--- src/rtl/sram_bist_pkg.sv ---
// Shared types and helpers for the single-port SRAM March C- BIST controller.
package sram_bist_pkg;

  typedef enum logic [3:0] {
    ST_IDLE,
    ST_M0,
    ST_M1,
    ST_M2,
    ST_M3,
    ST_M4,
    ST_M5,
    ST_DRAIN,
    ST_DONE
  } march_state_e;

  typedef enum logic {
    PH_RD,
    PH_WR
  } op_phase_e;

  // Background bits; replicated to the core data width where used.
  localparam logic PAT0 = 1'b0;
  localparam logic PAT1 = 1'b1;

  function automatic logic is_desc(input march_state_e s);
    return (s == ST_M3) || (s == ST_M4);
  endfunction

  function automatic logic has_rw(input march_state_e s);
    return (s == ST_M1) || (s == ST_M2) || (s == ST_M3) || (s == ST_M4);
  endfunction

  function automatic logic rd_bg(input march_state_e s);
    return ((s == ST_M2) || (s == ST_M4)) ? PAT1 : PAT0;
  endfunction

  function automatic logic wr_bg(input march_state_e s);
    return ((s == ST_M1) || (s == ST_M3)) ? PAT1 : PAT0;
  endfunction

  function automatic march_state_e next_elem(input march_state_e s);
    case (s)
      ST_M0:   return ST_M1;
      ST_M1:   return ST_M2;
      ST_M2:   return ST_M3;
      ST_M3:   return ST_M4;
      ST_M4:   return ST_M5;
      ST_M5:   return ST_DRAIN;
      default: return ST_IDLE;
    endcase
  endfunction

endpackage

--- src/rtl/sram_bist_cmp.sv ---
// One-deep read-compare stage with sticky fail flag, first-fail address and
// saturating mismatch counter.
module sram_bist_cmp #(
  parameter int DW = 24,
  parameter int AW = 14,
  parameter int EW = 8
) (
  input  logic          clk,
  input  logic          rst_n,
  input  logic          clear,
  input  logic          flush,
  input  logic          rd_issue,
  input  logic [DW-1:0] rd_exp,
  input  logic [AW-1:0] rd_addr,
  input  logic [DW-1:0] dout,
  output logic          fail,
  output logic [AW-1:0] fail_addr,
  output logic [EW-1:0] err_cnt
);

  localparam logic [EW-1:0] CNT_ONE = EW'(1);

  logic          pend_valid;
  logic [DW-1:0] pend_exp;
  logic [AW-1:0] pend_addr;

  always_ff @(posedge clk or negedge rst_n) begin
    if (!rst_n) begin
      pend_valid <= 1'b0;
      pend_exp   <= '0;
      pend_addr  <= '0;
      fail       <= 1'b0;
      fail_addr  <= '0;
      err_cnt    <= '0;
    end else if (clear) begin
      pend_valid <= 1'b0;
      fail       <= 1'b0;
      fail_addr  <= '0;
      err_cnt    <= '0;
    end else if (flush) begin
      pend_valid <= 1'b0;
    end else begin
      pend_valid <= rd_issue;
      pend_exp   <= rd_exp;
      pend_addr  <= rd_addr;
      // Core output is registered: dout now reflects the read issued last cycle.
      if (pend_valid && (dout != pend_exp)) begin
        fail <= 1'b1;
        if (!fail) fail_addr <= pend_addr;
        if (err_cnt != '1) err_cnt <= err_cnt + CNT_ONE;
      end
    end
  end

endmodule

--- src/rtl/sram_1p_bist_ctrl.sv ---
// March C- BIST controller and functional/BIST port mux in front of a
// single-port SRAM core with registered read data.
module sram_1p_bist_ctrl
  import sram_bist_pkg::*;
#(
  parameter int P_DATA_WIDTH    = 24,
  parameter int P_ADDR_WIDTH    = 14,
  parameter int P_ERR_CNT_WIDTH = 8
) (
  input  logic                       A_CLK,
  input  logic                       A_RESET_N,
  input  logic                       BIST_EN,
  input  logic                       BIST_START,
  input  logic [P_ADDR_WIDTH-1:0]    F_ADDR,
  input  logic [P_DATA_WIDTH-1:0]    F_DIN,
  input  logic                       F_MEN,
  input  logic                       F_WEN,
  input  logic                       F_REN,
  output logic [P_ADDR_WIDTH-1:0]    M_ADDR,
  output logic [P_DATA_WIDTH-1:0]    M_DIN,
  output logic                       M_MEN,
  output logic                       M_WEN,
  output logic                       M_REN,
  input  logic [P_DATA_WIDTH-1:0]    M_DOUT,
  output logic                       BIST_BUSY,
  output logic                       BIST_DONE,
  output logic                       BIST_FAIL,
  output logic [P_ADDR_WIDTH-1:0]    BIST_FAIL_ADDR,
  output logic [P_ERR_CNT_WIDTH-1:0] BIST_ERR_CNT
);

  localparam logic [P_ADDR_WIDTH-1:0] ADDR_LAST = '1;
  localparam logic [P_ADDR_WIDTH-1:0] ADDR_ONE  = P_ADDR_WIDTH'(1);

  march_state_e              state;
  op_phase_e                 phase;
  logic [P_ADDR_WIDTH-1:0]   addr;
  logic                      busy;
  logic                      done;
  logic                      accept;
  logic                      abort;
  logic                      last_addr;
  logic                      op_rd;
  logic                      op_wr;
  march_state_e              nxt;

  assign accept    = BIST_EN && BIST_START && ((state == ST_IDLE) || (state == ST_DONE));
  assign abort     = busy && !BIST_EN;
  assign last_addr = is_desc(state) ? (addr == '0) : (addr == ADDR_LAST);
  assign nxt       = next_elem(state);
  assign BIST_BUSY = busy;
  assign BIST_DONE = done;

  always_comb begin
    op_rd = 1'b0;
    op_wr = 1'b0;
    case (state)
      ST_M0: op_wr = 1'b1;
      ST_M1, ST_M2, ST_M3, ST_M4: begin
        op_rd = (phase == PH_RD);
        op_wr = (phase == PH_WR);
      end
      ST_M5: op_rd = 1'b1;
      default: ;
    endcase
  end

  always_comb begin
    if (!BIST_EN) begin
      M_ADDR = F_ADDR;
      M_DIN  = F_DIN;
      M_MEN  = F_MEN;
      M_WEN  = F_WEN;
      M_REN  = F_REN;
    end else begin
      M_ADDR = (op_rd || op_wr) ? addr : '0;
      M_DIN  = op_wr ? {P_DATA_WIDTH{wr_bg(state)}} : '0;
      M_MEN  = op_rd || op_wr;
      M_WEN  = op_wr;
      M_REN  = op_rd;
    end
  end

  always_ff @(posedge A_CLK or negedge A_RESET_N) begin
    if (!A_RESET_N) begin
      state <= ST_IDLE;
      phase <= PH_RD;
      addr  <= '0;
      busy  <= 1'b0;
      done  <= 1'b0;
    end else if (accept) begin
      state <= ST_M0;
      phase <= PH_RD;
      addr  <= '0;
      busy  <= 1'b1;
      done  <= 1'b0;
    end else if (abort) begin
      state <= ST_IDLE;
      phase <= PH_RD;
      addr  <= '0;
      busy  <= 1'b0;
      done  <= 1'b0;
    end else begin
      case (state)
        ST_M0, ST_M1, ST_M2, ST_M3, ST_M4, ST_M5: begin
          if (has_rw(state) && (phase == PH_RD)) begin
            phase <= PH_WR;
          end else begin
            phase <= PH_RD;
            if (last_addr) begin
              state <= nxt;
              addr  <= is_desc(nxt) ? ADDR_LAST : '0;
            end else begin
              addr <= is_desc(state) ? (addr - ADDR_ONE) : (addr + ADDR_ONE);
            end
          end
        end
        ST_DRAIN: begin
          state <= ST_DONE;
          busy  <= 1'b0;
          done  <= 1'b1;
        end
        default: ;
      endcase
    end
  end

  sram_bist_cmp #(
    .DW (P_DATA_WIDTH),
    .AW (P_ADDR_WIDTH),
    .EW (P_ERR_CNT_WIDTH)
  ) u_cmp (
    .clk       (A_CLK),
    .rst_n     (A_RESET_N),
    .clear     (accept),
    .flush     (abort),
    .rd_issue  (op_rd && BIST_EN),
    .rd_exp    ({P_DATA_WIDTH{rd_bg(state)}}),
    .rd_addr   (addr),
    .dout      (M_DOUT),
    .fail      (BIST_FAIL),
    .fail_addr (BIST_FAIL_ADDR),
    .err_cnt   (BIST_ERR_CNT)
  );

endmodule

--- config.mk ---
export PLATFORM = sky130hd
export DESIGN_NAME = sram_1p_bist_ctrl
export DESIGN_NICKNAME = d
export VERILOG_FILES = /design/src/rtl/sram_bist_pkg.sv /design/src/rtl/sram_bist_cmp.sv /design/src/rtl/sram_1p_bist_ctrl.sv
export SDC_FILE = /design/constraint.sdc
export NUM_CORES = 1
export LEC_CHECK = 0
export CORE_MARGIN = 3
export CORE_UTILIZATION = 51
export CTS_BUF_LIST = sky130_fd_sc_hd__clkbuf_4
export CTS_CLUSTER_DIAMETER = 40
export DETAILED_ROUTE_END_ITERATION = 10
export GPL_TIMING_DRIVEN = 0
export HOLD_SLACK_MARGIN = 0.05
export PLACE_DENSITY = 0.87
export SKIP_LAST_GASP = 1
export SYNTH_ARGS = -nofsm -noshare
export SYNTH_HDL_FRONTEND = slang
export SYNTH_SLANG_ARGS = --single-unit
export TNS_END_PERCENT = 50
--- constraint.sdc ---
create_clock -name A_CLK -period 5.4 [get_ports A_CLK]
set_clock_uncertainty 0.2 [all_clocks]
set_input_delay 1.08 -clock A_CLK [delete_from_list [all_inputs] [get_ports A_CLK]]
set_output_delay 1.08 -clock A_CLK [all_outputs]
set_load 0.005 [all_outputs]
# After elaboration in Yosys (flattened, before gate mapping)
# Cells that the tools add are included.
# op_classes
eq_ne	18
n_addsub	3
n_reduce_logical	31
bitwise_logic	3
n_mux	48
# op_table
operator	n
$mux W14	13
$mux W24	2
$mux W8	4
$eq A4 B3 Y1 const B	6
$ne A24 B24 Y1	1
$mux W1	21
$pmux W3 S6	1
$mux W4	4
$add A14 B1 Y14 const B	1
$eq A14 B14 Y1 const B	1
$logic_not A14 Y1	1
$sub A14 B1 Y14 const B	1
$logic_or A1 B1 Y1	9
$reduce_and A3 Y1	3
$add A8 B1 Y8 const B	1
$eq A4 B2 Y1 const B	2
$ne A4 B4 Y1 const B	2
$ne A8 B8 Y1 const B	1
$pmux W4 S2	1
$logic_and A1 B1 Y1	6
$reduce_and A2 Y1	3
$reduce_bool A3 Y1	2
$reduce_or A6 Y1	1
$eq A4 B1 Y1 const B	1
10 further kinds	15
# totals
input_bits	69
elab_cells	114
ff_bits	60

# Depth between registers and ports, before layout
# Gate-level depths: netlist of run 1.
# logic_depth
ltp_word	10
mapped_depth	11
mapped_depth_nobuf	10

# Cells and area by module
# A second synthesis of run 1 with hierarchy kept.
# hier_totals
hier_cells	513
area_unflattened_um2	4914.7
# modules_own_cells
module	instances	area_each_um2	cells_each	seq_area_each_um2
sram_bist_cmp	1	2760.1	216	1551.5
sram_1p_bist_ctrl	1	2154.6	297	525.5

# Worst setup path after synthesis of run 1
# No wires, ideal clock.
# synth_path
path_kind	input-to-output
start	input port BIST_EN
end	output port M_DIN[10]
n_path_buf	2
arrival_time_ns	2.402
required_ns	4.120
path_slack_ns	1.718
cell_stages	5
path_cell_list	clkbuf_1 nand2b_1 or4b_2 clkbuf_1 o21ai_0
# synth_via
elab_chain_cells	1
# synth_lines
element	line	source
start: declaration	sram_1p_bist_ctrl.sv:12	input logic BIST_EN,
$mux W24	sram_1p_bist_ctrl.sv:69	if (!BIST_EN) begin
end: declaration	sram_1p_bist_ctrl.sv:20	output logic [P_DATA_WIDTH-1:0] M_DIN,
# No other way between the ends.

# Worst setup path after layout of run 1
# layout_path
start	input port BIST_EN
end	output port M_ADDR[10]
# layout_via
elab_chain_cells	1
# layout_lines
element	line	source
$mux W14	sram_1p_bist_ctrl.sv:69	
end: declaration	sram_1p_bist_ctrl.sv:19	output logic [P_ADDR_WIDTH-1:0] M_ADDR,
# No other way between the ends.

==> impl_metrics.py, run 1 <==
metrics = {
    "routing": {
        "drc": 0,
        "post_drt_via_cell_ratio": 5.751,
        "drt_iter0_drc": 222,
        "route.vias.total": 4060,
        "wirelength_um": 11500,
        "antenna_left": 0,
        "firstDrtPassIters": 5,
        "routedWlPerCell_um": 16.29,
    },
    "worst_setup_path": {
        "max_stage_delay_ps": 540,
        "worst_setup_path_start_kind": "primary input",
        "worstPathRequired_ps": 4120,
        "crit_fanout": 10,
        "slowest_stage": "nor3_2",
        "r2r_slack_ps": 1700,
        "rr_worst_depth": 11,
        "r2r-start": "state[1]",
        "arrival_ps": 3800,
        "endpoint_kind": "output pin",
        "reg2reg_to": "addr[10]",
        "path_cells": "clkdlybuf4s50_1 -> clkbuf_1 -> nand2b_1 -> nor3_2 -> clkbuf_1 -> a22o_1 -> clkdlybuf4s50_1",
        "criticalPathCategory": "primary input to output pin",
    },
    "timing": {
        "layout_min_cycle_time_ps": 5085,
        "finalSetupTns_ps": 0,
        "tightest_slew_ps": 875.7,
        "min_period_over_period": 0.9417,
        "slew_viol_final": 0,
        "fin_ws_ps": 315.0,
        "grt_setup_unrepaired": "no",
        "hold_violations": 0,
        "fmax_mhz": 196.7,
        "holdWs_ps": 290.2,
        "maxSlewHeadroom": 0.4162,
        "final-setup-viol-count": 0,
    },
    "synthesis": {
        "synth-edff-count": 0,
        "syn_nets": 544,
        "synthCells": 460,
        "syn_area_um2": 3826,
        "synthArstFlopShare": 1.000,
        "yosysSeqAreaShare": 0.3924,
        "syn_area_per_cell_um2": 8.318,
        "ys.flop_type": "dfrtp_1",
        "yosysWarnings": 0,
        "ys_ff_latch": 60,
        "synth.distinct_cells": 50,
    },
    "min_path": {
        "min_path_cells": 2,
        "hold_class": "flop to flop",
        "worstHoldStart": "u_cmp.pend_addr[9]",
        "hold_end": "u_cmp.pend_addr[9]",
    },
    "final_layout": {
        "multi_input_area_um2": 2133,
        "final_nets": 690,
        "instances_no_fill": 706,
        "diodes": 0,
        "syn2layout_area_growth_pct": 42.58,
        "seq_area_um2": 1501,
        "fin_util": 0.7772,
        "drive_gt1_frac": 0.04262,
        "fillers": 500,
        "design_area_um2": 5455,
    },
    "global_routing": {
        "grt_pass1_vias": 3842,
        "grt_max_degree": 36,
        "gr-total-overflow": 0,
        "grt_pass1_wl_um": 18750,
        "grt_usage": 0.2717,
        "antenna_found_initial": 0,
    },
    "flow_run": {
        "cap_violations": 0,
    },
    "die": {
        "num_io_pins": 135,
        "fp.coreArea_um2": 7019,
        "dieHeight_um": 92.62,
        "start_util": 0.5451,
        "fp.dieW_um": 92.62,
        "die_area_um2": 8578,
        "rows": 30,
    },
    "cts": {
        "clkLatencyLatePin_ps": 390,
        "path_clk_slew_ps": 100,
        "cts_setup_buffers": 0,
        "cts_buffer_depth": 2,
        "clockRootBuffer": "clkbuf_4",
        "clock-sinks": 60,
        "ctsHtreeMaxLevel": 3,
        "cts_tree": "yes",
        "cts_made_buffers": 9,
    },
    "placement": {
        "io_buffers": 134,
        "hpwlAfterDp_um": 9125,
        "preCtsSetupSlack_ps": 58.16,
        "gp_congestion": 0.8589,
        "placed_area_um2": 5303,
        "placed_cells": 691,
    },
    "outcome": {
        "status": "finished, final reports clean",
    },
    "power": {
        "p_leak_nw": 2.512,
        "p_per_area_nw_per_um2": 192.0,
        "power.total_mw": 1.047,
        "ir_drop_uv": 100.4,
    },
}
==> critical path, delay by kind of cell <==
family	cells	cell delay, ps
AO/OA/AOI/OAI	1	210
AND/OR/NAND/NOR	2	740
buffers and inverters	4	1770
==> registers in the layout (all words and copies together), names as in the netlist <==
register	cells
state	4
u_cmp.pend_exp	1
u_cmp.fail	1
BIST_BUSY	1
phase	1
u_cmp.err_cnt	8
u_cmp.pend_valid	1
u_cmp.fail_addr	14
addr	14
BIST_DONE	1
u_cmp.pend_addr	14
==> layout by cell type (no fill, tap or decap), drive strengths merged, types with 3 or more instances in the layout <==
master	netlist	layout
clkdlybuf4s50	0	133
nand2	73	73
dfrtp	60	60
o21ai	42	42
nor2	41	41
clkbuf	20	29
a22o	27	27
inv	26	26
a21oi	14	14
ha	14	14
nand4	12	12
nand3	12	12
xnor2	11	11
nor3	10	10
nor4	9	9
a21o	7	7
nand2b	6	6
o21bai	6	6
xor2	6	6
buf	4	6
and3	5	5
nor2b	5	5
a211oi	5	5
or3	5	5
mux2i	5	5
clkinv	1	5
o211ai	4	4
o21a	4	4
a221o	3	3
==> layout make-up <==
type,count,area share
clock buffer,9,0.01239
sequential,60,0.2752
clock inverter,6,0.01468
tap,96,0.02202
timing repair buffer,135,0.2486
multi-input combinational,349,0.3911
buffer,24,0.01743
inverter,27,0.01858
==> cell families (layout without fill, tap and decap cells) <==
family	Yosys count	in the layout	synth area share
simple gates	187	187	0.2289
compound gates	123	123	0.2184
flops	60	60	0.3924
buf+inv	51	201	0.05134
xor+xnor	17	17	0.03891
fa+ha+maj	15	15	0.05101
mux	7	7	0.01897
==> cell usage after synthesis, types with 3 or more instances <==
| library cell | count | area [um2] |
|---|---|---|
| nand2_1 | 73 | 274.0 |
| dfrtp_1 | 60 | 1501 |
| o21ai_0 | 42 | 210.2 |
| nor2_1 | 40 | 150.1 |
| a22o_1 | 27 | 236.5 |
| inv_1 | 26 | 97.59 |
| clkbuf_1 | 20 | 75.07 |
| a21oi_1 | 14 | 70.07 |
| ha_1 | 14 | 175.2 |
| nand3_1 | 12 | 60.06 |
| nand4_1 | 12 | 75.07 |
| xnor2_1 | 11 | 96.34 |
| nor3_1 | 10 | 50.05 |
| nor4_1 | 9 | 56.30 |
| a21o_1 | 7 | 52.55 |
| nand2b_1 | 6 | 37.54 |
| o21bai_1 | 6 | 45.04 |
| xor2_1 | 6 | 52.55 |
| a211oi_1 | 5 | 37.54 |
| and3_1 | 5 | 31.28 |
| mux2i_1 | 5 | 50.05 |
| nor2b_1 | 5 | 31.28 |
| or3_1 | 5 | 31.28 |
| o211ai_1 | 4 | 30.03 |
| o21a_1 | 4 | 30.03 |
| a221o_1 | 3 | 30.03 |
==> worst max-delay path by stage <==
stage,from,end
after floorplan,BIST_EN,M_DIN[10]
after global placement,BIST_EN,M_ADDR[7]
after detailed placement,BIST_EN,M_ADDR[10]
after CTS,BIST_EN,M_ADDR[10]
after global routing,BIST_EN,M_ADDR[11]
final,BIST_EN,M_ADDR[10]
==> routing by layer <==
layer,GRT usage,up-vias,wire length [um],share of wire
met5,0,-,0,0
met4,0.08547,0,194,0.017
met3,0.03981,15,785,0.068
met2,0.5003,145,5998,0.52
met1,0.3250,1955,4521,0.39
li1,-,1945,-,-
==> repair_timing <==
item / CTS / global route
endpoints found under the setup margin: 0 / 10
hold buffers: 0 / 0
resized for setup: 0 / 1
==> where the power goes <==
part	internal [mW]	leakage [nW]	switching (mW)
registers	0.466	0.829	0.0230
clock network	0.182	0.0785	0.160
logic	0.116	1.60	0.101
total	0.764	2.51	0.284
(Power assumes the default switching activity.)
==> inputs of run 2 (changes only) <==
--- a/config.mk
+++ b/config.mk
@@ -13,7 +13,6 @@
 export GPL_TIMING_DRIVEN = 0
 export HOLD_SLACK_MARGIN = 0.05
 export PLACE_DENSITY = 0.87
-export SKIP_LAST_GASP = 1
 export SYNTH_ARGS = -nofsm -noshare
 export SYNTH_HDL_FRONTEND = slang
 export SYNTH_SLANG_ARGS = --single-unit
==> results of run 2 <==
The final DEF is identical to that of run 1; final timing and power are the same.
==> inputs of run 3 (changes only) <==
--- a/config.mk
+++ b/config.mk
@@ -6,13 +6,13 @@
 export NUM_CORES = 1
 export LEC_CHECK = 0
 export CORE_MARGIN = 3
-export CORE_UTILIZATION = 51
+export CORE_UTILIZATION = 47
 export CTS_BUF_LIST = sky130_fd_sc_hd__clkbuf_4
 export CTS_CLUSTER_DIAMETER = 40
 export DETAILED_ROUTE_END_ITERATION = 10
 export GPL_TIMING_DRIVEN = 0
 export HOLD_SLACK_MARGIN = 0.05
-export PLACE_DENSITY = 0.87
+export PLACE_DENSITY = 0.81
 export SYNTH_ARGS = -nofsm -noshare
 export SYNTH_HDL_FRONTEND = slang
 export SYNTH_SLANG_ARGS = --single-unit
==> constraint.sdc (replaced) <==
create_clock -name A_CLK -period 4.96 [get_ports A_CLK]
set_clock_uncertainty 0.2 [all_clocks]
set_input_delay 0.992 -clock A_CLK [delete_from_list [all_inputs] [get_ports A_CLK]]
set_output_delay 0.992 -clock A_CLK [all_outputs]
set_load 0.005 [all_outputs]
==> run 3 against run 2 <==
Net effect:
- sequential power up 8.2%
- combinational power rose by 8%
- die area rose by 7.9%
- largest power group unchanged
- via count shrank 2.7%
- routed wire length is 1.5% lower
- first-iteration DRC count increased by 7.7%
- sequential share of layout area decreased by 0.050 points
- critical path type unchanged
- non-clock buffer count unchanged
==> impl_metrics.py, run 3 (same netlist as run 1, synthesis figures left out) <==
metrics = {
    "outcome": {
        "status": "finished, final reports clean",
    },
    "worst_setup_path": {
        "worstPathRequired_ps": 3770,
        "arrival_ps": 3470,
        "crit_fanout": 10,
        "r2r-start": "state[1]",
        "criticalPathCategory": "primary input to output pin",
        "crit_start": "BIST_EN",
        "rr_worst_depth": 11,
        "endpoint_kind": "output pin",
        "reg2reg_to": "addr[10]",
        "r2r_slack_ps": 1270,
        "worst_setup_path_start_kind": "primary input",
    },
    "cts": {
        "clock-sinks": 60,
        "clkLatencyLatePin_ps": 400,
        "holdBufCountCts": 0,
        "cts_made_buffers": 9,
        "cts_tree": "yes",
        "cts_buffer_depth": 2,
        "clockRootBuffer": "clkbuf_4",
        "ctsHtreeMaxLevel": 3,
        "path_clk_slew_ps": 100,
    },
    "die": {
        "die_area_um2": 9259,
        "dieHeight_um": 96.23,
        "fp.dieW_um": 96.23,
        "num_io_pins": 135,
        "rows": 32,
        "start_util": 0.4901,
        "fp.coreArea_um2": 7807,
    },
    "global_routing": {
        "grt_max_degree": 34,
        "grt_pass1_vias": 3715,
        "gr-total-overflow": 0,
        "grt_pass1_wl_um": 17840,
        "grt_usage": 0.2462,
        "antenna_found_initial": 0,
    },
    "power": {
        "ir_drop_uv": 115.5,
        "p_per_area_nw_per_um2": 204.5,
        "power.total_mw": 1.118,
        "p_leak_nw": 2.515,
    },
    "timing": {
        "fmax_mhz": 214.3,
        "grt_setup_unrepaired": "no",
        "layout_min_cycle_time_ps": 4667,
        "fin_ws_ps": 293.4,
        "finalSetupTns_ps": 0,
        "maxSlewHeadroom": 0.4272,
        "holdWs_ps": 289.1,
        "min_period_over_period": 0.9409,
        "slew_viol_final": 0,
        "hold_violations": 0,
        "final-setup-viol-count": 0,
        "tightest_slew_ps": 859.2,
    },
    "min_path": {
        "min_path_cells": 2,
        "worstHoldStart": "u_cmp.pend_addr[13]",
        "hold_class": "flop to flop",
        "hold_end": "u_cmp.pend_addr[13]",
    },
    "placement": {
        "io_buffers": 134,
        "placed_cells": 697,
        "hpwlAfterDp_um": 8887,
        "preCtsSetupSlack_ps": -111.9,
        "placed_area_um2": 5310,
        "gp_congestion": 0.8855,
    },
    "final_layout": {
        "largestRegisters": "addr (14), u_cmp.fail_addr (14), u_cmp.pend_addr (14)",
        "design_area_um2": 5465,
        "final_cell_mix": "clkdlybuf4s50_1, nand2_1, dfrtp_1",
        "final_common_cell": "clkdlybuf4s50_1",
        "diodes": 0,
        "syn2layout_area_growth_pct": 42.84,
        "final_nets": 690,
        "instances_no_fill": 713,
        "drive_gt1_frac": 0.05074,
        "fin_util": 0.7000,
        "fillers": 649,
    },
    "flow_run": {
        "cap_violations": 0,
    },
    "routing": {
        "antenna_left": 0,
        "post_drt_via_cell_ratio": 5.540,
        "drc": 0,
        "route.vias.total": 3950,
        "wirelength_um": 11330,
        "drt_iter0_drc": 239,
        "routedWlPerCell_um": 15.89,
        "firstDrtPassIters": 4,
    },
}
## run 3: cell types whose count changed in the layout (fill, tap and decap cells not counted), sizes merged
cell,before,now
bufinv,2,1
clkinv,5,6
inv,26,27
## run 3: cell type report
type,count,area (um2),share of cell area
buffer,24,96.34,0.01763
tap,102,127.6,0.02335
clock inverter,7,75.07,0.01374
inverter,27,101.3,0.01854
clock buffer,9,67.56,0.01236
timing repair buffer,135,1356,0.2482
sequential,60,1501,0.2747
multi-input combinational,349,2140,0.3915
## run 3: worst max-delay path, cell delays in order
cell             delay, ps
clkdlybuf4s50_1        470
clkbuf_2               210
nand2b_1               170
or4b_2                 720
clkbuf_1               230
o21ai_0                130
clkdlybuf4s50_1        550
## run 3: timing repair
action,in CTS,in global routing
setup endpoints to repair,10,13
gates resized for setup,1,3
buffers inserted,0,0
## run 3: how the worst max path moves through the flow
stage / to / slack [ps] / depth (start not counted)
floorplan: M_DIN[10] / 1450 / 5
global placement: M_ADDR[9] / -110 / 7
detailed placement: M_ADDR[6] / -110 / 7
CTS: M_ADDR[6] / 150 / 7
global route: M_DIN[11] / 160 / 7
finish: M_DIN[16] / 290 / 7
## run 3: per-layer routing
layer	part of all wire	track usage	up-vias
met3	0.059	0.04613	20
met5	0	0	-
met4	0.019	0.08768	0
li1	-	-	1939
met2	0.50	0.4112	113
met1	0.42	0.3174	1878
## run 3: power by group
part | internal (mW) | switching, mW
Sequential | 0.507 | 0.0218
Combinational | 0.127 | 0.108
Clock | 0.156 | 0.199
